## src/rtl/frame_store_write_port.sv

```systemverilog
// Drawing-engine pixel write responder: buffers byte writes in a small FIFO,
// merges same-word writes into the tail entry, and drains words to the frame store.
module frame_store_write_port #(
    parameter int DEPTH    = 4,
    parameter int ADDR_W   = 18,
    parameter int COALESCE = 1
) (
    input  logic                     clk,
    input  logic                     rst_n,
    input  logic                     de_req,
    output logic                     de_ack,
    input  logic [ADDR_W-1:0]        de_addr,
    input  logic [3:0]               de_nbyte,
    input  logic [31:0]              de_data,
    output logic                     mem_req,
    input  logic                     mem_ack,
    output logic [ADDR_W-1:0]        mem_addr,
    output logic [3:0]               mem_nbyte,
    output logic [31:0]              mem_wdata,
    output logic [$clog2(DEPTH):0]   level,
    output logic                     idle
);

    localparam int PW = $clog2(DEPTH);
    localparam int CW = PW + 1;
    localparam bit COAL_EN = (COALESCE != 32'sd0);
    localparam logic [CW-1:0] DEPTH_C = CW'(DEPTH);
    localparam logic [CW-1:0] TWO_C   = CW'(32'd2);
    localparam logic [CW-1:0] ZERO_C  = {CW{1'b0}};

    logic [ADDR_W-1:0] addr_r  [DEPTH];
    logic [3:0]        nbyte_r [DEPTH];
    logic [31:0]       data_r  [DEPTH];

    logic [PW-1:0] rd_ptr_r;
    logic [PW-1:0] wr_ptr_r;
    logic [CW-1:0] count_r;

    logic [PW-1:0] tail_s;
    logic          hit_s;
    logic          full_s;
    logic          push_s;
    logic          merge_s;
    logic          pop_s;

    // Lane i takes new data where the active-low select is 0, otherwise keeps old data.
    function automatic logic [31:0] merge_lanes(input logic [31:0] old_data,
                                                input logic [31:0] new_data,
                                                input logic [3:0]  nbyte);
        logic [31:0] merged;
        merged = old_data;
        for (int i = 0; i < 4; i++) begin
            if (nbyte[i]) begin
                merged[8*i +: 8] = old_data[8*i +: 8];
            end else begin
                merged[8*i +: 8] = new_data[8*i +: 8];
            end
        end
        return merged;
    endfunction

    // Merging needs two entries so the head already on the memory bus is never altered.
    assign tail_s  = wr_ptr_r - PW'(1'b1);
    assign hit_s   = COAL_EN && (count_r >= TWO_C) && (de_addr == addr_r[tail_s]);
    assign full_s  = (count_r == DEPTH_C);
    assign de_ack  = rst_n && de_req && (hit_s || !full_s);
    assign push_s  = de_ack && !hit_s;
    assign merge_s = de_ack && hit_s;
    assign pop_s   = mem_ack && (count_r != ZERO_C);

    assign mem_req   = rst_n && (count_r != ZERO_C);
    assign mem_addr  = addr_r[rd_ptr_r];
    assign mem_nbyte = nbyte_r[rd_ptr_r];
    assign mem_wdata = data_r[rd_ptr_r];
    assign level     = count_r;
    assign idle      = (count_r == ZERO_C);

    // Entry storage: new entries land at the write pointer, merges update the tail in place.
    always_ff @(posedge clk) begin
        if (push_s) begin
            addr_r[wr_ptr_r]  <= de_addr;
            nbyte_r[wr_ptr_r] <= de_nbyte;
            data_r[wr_ptr_r]  <= de_data;
        end else if (merge_s) begin
            nbyte_r[tail_s] <= nbyte_r[tail_s] & de_nbyte;
            data_r[tail_s]  <= merge_lanes(data_r[tail_s], de_data, de_nbyte);
        end
    end

    // Pointer and occupancy bookkeeping with synchronous reset.
    always_ff @(posedge clk) begin
        if (!rst_n) begin
            rd_ptr_r <= {PW{1'b0}};
            wr_ptr_r <= {PW{1'b0}};
            count_r  <= ZERO_C;
        end else begin
            if (push_s) begin
                wr_ptr_r <= wr_ptr_r + PW'(1'b1);
            end
            if (pop_s) begin
                rd_ptr_r <= rd_ptr_r + PW'(1'b1);
            end
            case ({push_s, pop_s})
                2'b10:   count_r <= count_r + CW'(1'b1);
                2'b01:   count_r <= count_r - CW'(1'b1);
                default: count_r <= count_r;
            endcase
        end
    end

endmodule

```

## config.mk

```make
export PLATFORM = sky130hd
export DESIGN_NAME = frame_store_write_port
export DESIGN_NICKNAME = d
export VERILOG_FILES = /design/src/rtl/frame_store_write_port.sv
export SDC_FILE = /design/constraint.sdc
export NUM_CORES = 1
export LEC_CHECK = 0
export CAP_MARGIN = 10
export CORE_MARGIN = 4
export CORE_UTILIZATION = 45
export CTS_CLUSTER_DIAMETER = 40
export CTS_CLUSTER_SIZE = 10
export DETAILED_ROUTE_END_ITERATION = 10
export PLACE_DENSITY = 0.72
export SYNTH_ARGS = -nofsm -noshare
export SYNTH_HDL_FRONTEND = slang
export SYNTH_SLANG_ARGS = --single-unit
```

## constraint.sdc

```tcl
create_clock -name clk -period 5.3 [get_ports clk]
set_clock_uncertainty 0.2 [all_clocks]
set_input_delay 1.325 -clock clk [delete_from_list [all_inputs] [get_ports clk]]
set_output_delay 1.325 -clock clk [all_outputs]
set_load 0.01 [all_outputs]
```

After elaboration in Yosys (flattened, before gate mapping)
Memory sizes are Yosys's and may differ from the RTL's. A register that Yosys moved wholly into a read port is not among the register bits.
Index checks and enable logic that the tools add are counted.
- RAM bits: 216
- register bits after elaboration: 7
- memories: 3
- bits of input ports: 58
- equality and inequality tests: 8
- mux-type cells: 30
- reductions and logical operators: 19
- add/subtract/negate cells: 5
- bitwise gates (word level): 1
- $lt $le $gt $ge: 1
- memories (name ; depth ; width ; rd ports ; clocked after Yosys merged registers in ; write ports ; RTL line ; RTL):
    data_r ; 4 ; 32 ; 1 ; 1 ; 1 ; 33 ; logic [31:0] data_r [DEPTH];
    addr_r ; 4 ; 18 ; 2 ; 1 ; 1 ; 31 ; logic [ADDR_W-1:0] addr_r [DEPTH];
    nbyte_r ; 4 ; 4 ; 2 ; 1 ; 1 ; 32 ; logic [3:0] nbyte_r [DEPTH];
- operator list (cell ; count):
    two-way mux 8 bit ; 12
    two-way mux 32 bit ; 1
    OR reduction 32 bit ; 1
    == test 18 bit ; 1
    two-way mux 2 bit ; 8
    != test 3 bit (second input constant) ; 4
    two-way mux 4 bit ; 2
    AND reduction 2 bit ; 4
    logical AND 1 bit ; 7
    two-way mux 1 bit ; 6
    case mux 3 bit (2 select lines) ; 1
    adder 2 x 1 -> 2 bit (second input constant) ; 2
    AND 4 bit ; 1
    OR reduction 4 bit ; 1
    adder 3 x 1 -> 3 bit (second input constant) ; 1
    == test 3 bit (second input constant) ; 1
    greater-or-equal comparator 3 x 2 -> 1 bit (second input constant) ; 1
    zero test 3 bit ; 1
    nonzero test 3 bit ; 1
    subtractor 3 x 1 -> 3 bit (second input constant) ; 1
    == test 2 x 1 -> 1 bit (second input constant) ; 1
    == test 2 bit (second input constant) ; 1
    zero test 1 bit ; 2
    nonzero test 2 bit ; 1
    2 further kinds ; 2

Logic depth before layout (Yosys ltp)
An unclocked memory read counts as a cell.
- depth after elaboration: 13
- depth in mapped cells: 19
- depth with buffers taken out: 14

Worst setup path after synthesis
Ideal clock, no wire load.
- kind: reg2out
- from: register wr_ptr_r[0]
- to: output port de_ack
- data required time: 3.775 ns
- path slack: 0.210 ns
- arrival: 3.565 ns
- cell stages (with the launch flop): 15
- cells stage by stage: dfxtp_1 > buf_2 > buf_4 > buf_1 > inv_1 > ha_1 > buf_1 > mux4_2 > xnor2_1 > nand3_1 > nor4_2 > and4_1 > buf_2 > o21ai_0 > inv_1
- longest elaborated chain between the ends: 6
- RTL lines (what ; RTL line ; RTL):
    start: declaration ; 36 ; logic [PW-1:0] wr_ptr_r;
    start signal: assignment ; 94 ; wr_ptr_r <= {PW{1'b0}};
    start signal: assignment ; 98 ; wr_ptr_r <= wr_ptr_r + PW'(1'b1);
    subtractor 2 x 1 -> 2 bit ; 63 ; assign tail_s = wr_ptr_r - PW'(1'b1);
    named net tail_s[0] ; 39 ; logic [PW-1:0] tail_s;
    memory (4 x 18 bit) ; -- ;
    == test 18 bit ; 64 ; assign hit_s = COAL_EN && (count_r >= TWO_C) && (de_addr == addr_r[tail_s]);
    logical AND 1 bit ; 64 ;
    logical OR 1 bit ; 66 ; assign de_ack = rst_n && de_req && (hit_s || !full_s);
    logical AND 1 bit ; 66 ;
    end: declaration ; 11 ; output logic de_ack,
The timed path passes the listed nets, and every way through them passes these cells.

Worst setup path in the final report
- from: input port de_addr[17]
- to: output port de_ack
- longest elaborated chain between the ends: 4
- RTL lines (what ; RTL line ; RTL):
    start: declaration ; 12 ; input logic [ADDR_W-1:0] de_addr,
    == test 18 bit ; 64 ;
    logical AND 1 bit ; 64 ;
    logical OR 1 bit ; 66 ;
    logical AND 1 bit ; 66 ;
Every way passes these cells.

==> results.yml <==
status:
  outcome: "completed"
place:
  port_buffers: 117
  placed_cells: 872
  placed_area_um2: 11100
  dp_hpwl_mm: 13.2
  post-place-ws_ps: 71.9
  place.gp.congestion: 0.820
finish:
  n_fill_cell: 1490
  antennaDiodeCount: 0
  seqCellArea_um2: 6670
  drive_above_1_share_pct: 24.1
  nets: 705
  area_growth_pct: 30.2
  fin_util_pct: 60.3
  finalNonFillerCells: 935
  stdcell_area_um2: 12300
  multi_input_area_um2: 2660
worst_setup_path:
  worstPathCellList: "clkdlybuf4s50_1 -> nand2b_1 -> nand4_1 -> nor4_2 -> and4_1 -> o21ai_0 -> inv_1 -> clkdlybuf4s50_1"
  critical_path.slowest_cell: "clkdlybuf4s50_1"
  crit_type: "in2out"
  worstPathRequired_ps: 3770
  cp_top_family: "buffers and inverters"
  r2r_setup_slack_ps: 1010
  critPathLaunchType: "primary input"
  rr_worst_depth: 13
  path_max_fanout: 7
  crit_buf_inv: 3
  critPathMaxStageDelay_ps: 600
  worst_path_most_repeated_cell: "clkdlybuf4s50_1"
  r2r_start: "wr_ptr_r[0]"
  endpoint_kind: "primary output"
  cp.arrival_ps: 3590
  r2r_end: "level[2]"
power:
  leakagePower_nw: 4.01
  ir_drop_v: 0.000282
  total_power_mw: 5.84
  p_per_area_nw_per_um2: 474
global_route:
  track_usage_pct: 17.8
  antenna_found_initial: 0
  grt_pass1_wl_mm: 32.5
  grt_pass1_vias: 5693
  grt_max_degree: 55
  overflow: 0
logic_synthesis:
  synth_top_area_share_pct: 68.5
  yosysUniqueCellTypes: 42
  syn_inst: 482
  synth_warnings: 0
  synth_nets: 546
  synthArstFlopShare_pct: 0
  yosys-top-cells-area: "edfxtp_1 (69%), mux4_2 (17%), dfxtp_1 (1.9%)"
  syn_area_um2: 9460
  yosysTopAreaCell: "edfxtp_1"
  yosys_register_bits: 225
  yosysMostFrequentCell: "edfxtp_1"
  ys_seq_area_share_pct: 70.4
  synth_area_per_cell_um2: 19.6
  synthTopCellsByCount: "edfxtp_1 (216), mux4_2 (70), nor2_1 (17)"
  synth_flop_cell: "edfxtp_1"
  synth_edf_count: 216
clock_network:
  clkLatencyLatePin_ps: 490
  cts_sinks: 225
  numCtsBuffers: 34
  ctsLongestPathBuffers: 3
  path_clk_slew_ps: 50
  cts_max_level: 2
  tritoncts: "built"
  clock-root-buffer: "clkbuf_16"
job:
  timing.max_cap.violations: 0
timing:
  max_freq_mhz: 195
  tightest_slew_ps: 1060
  rsz0062_at_grt: "no"
  slew_headroom_pct: 29.3
  finalSetupTns_ps: 0
  finalCritPeriodShare_pct: 96.6
  finalSetupViolCount: 0
  hold_slack_ps: 313
  timing.final.ws_setup_ps: 182
  hold_viol: 0
  period_minus_slack_ps: 5120
  slew_violations: 0
route:
  drc: 0
  ant_nets: 0
  first_pass_iters: 6
  routed_via_density: 5.66
  route.vias.total: 5288
  wl_per_cell_um: 22.2
  drt-total-wl_mm: 20.8
  drtIter0Drc: 313
floorplan:
  initial_utilization_pct: 46.3
  die_h_um: 153
  die_x_um: 153
  rows: 52
  ios: 118
  die_area_um2: 23400
  core_area_um2: 20400
worst_hold_path:
  min_path_cells: 2
  holdPathEnd: "wr_ptr_r[1]"
  min_from: "wr_ptr_r[1]"
  hp-class: "reg2reg"
## registers in the layout, summed over array words and instances (netlist names), named ones only
| register | flops |
|---|---|
| addr_r | 72 |
| data_r | 128 |
| level | 3 |
| nbyte_r | 16 |
| rd_ptr_r | 2 |
| wr_ptr_r | 2 |
## cell families (layout without fill, tap and decap cells)
kind of cell | Yosys count | count (layout) | synth area share, %
flip-flops | 225 | 225 | 70.4
multiplexers | 86 | 86 | 18.4
AND/OR/NAND/NOR | 65 | 65 | 3.73
AO/OA/AOI/OAI | 45 | 45 | 3.28
buffers and inverters | 36 | 219 | 1.55
XOR/XNOR | 19 | 19 | 1.76
adder cells (fa/ha/maj) | 6 | 6 | 0.873
## repair_timing
item                                    4_1_cts  5_1_grt
pin swaps                                     0        2
endpoints found under the setup margin        1        1
hold buffers                                  0        0
gates resized for setup                       4        8
buffers inserted                              0        3
## tightest hold or removal path: cells and delay by family, from the launching register on
family / cells / cell delay, ps
DFF: 1 / 340
and+or+nand+nor: 1 / 60
muxes: 1 / 60
## where the power goes
part	total [mW]	internal, mW	switching, mW
Clock	2.29	1.53	0.762
Sequential	2.23	2.08	0.155
Combinational	1.32	0.763	0.558
Total	5.84	4.37	1.47
## placed cells by master (no fill, tap or decap), drive strengths merged, types with 3 or more instances in the layout
cell           count
a21oi              4
a22oi             16
and2               7
buf               30
bufinv             7
clkbuf            42
clkdlybuf4s50    112
clkinv             6
clkinvlp           3
dfxtp              9
dlymetal6s2s       5
edfxtp           216
ha                 5
inv               14
mux2i             15
mux4              70
nand2              8
nand2b             3
nand3             12
nand4              5
nor2              17
o21a               4
o21ai             11
or3                5
xnor2             16
xor2               3
## area by class of cell
class / count / area share (%)
Clock buffer: 41 / 7.12
Clock inverter: 19 / 2.41
Inverter: 11 / 0.335
Multi-Input combinational cell: 221 / 21.6
Sequential cell: 225 / 54.2
Tap cell: 270 / 2.74
Timing Repair Buffer: 148 / 11.6
## worst max path at each step
stage	from	end	slack, ps	cells past startpoint
2_1_floorplan	wr_ptr_r[0]	de_ack	210	14
3_5_place_dp	de_addr[9]	de_ack	70	8
6_report	de_addr[17]	de_ack	180	8
4_1_cts	de_addr[9]	de_ack	60	8
5_1_grt	de_addr[16]	de_ack	20	8
3_3_place_gp	de_addr[4]	de_ack	140	8
## metal layers
layer  global-route usage (%)  share of wire (%)  vias up
met5                        0                  0        -
met4                     5.09                1.7        0
met3                     4.52                8.0       28
met2                     31.1                 52      245
met1                     22.1                 39     2689
li1                         -                  -     2326
Power figures use the tool's default switching activity.
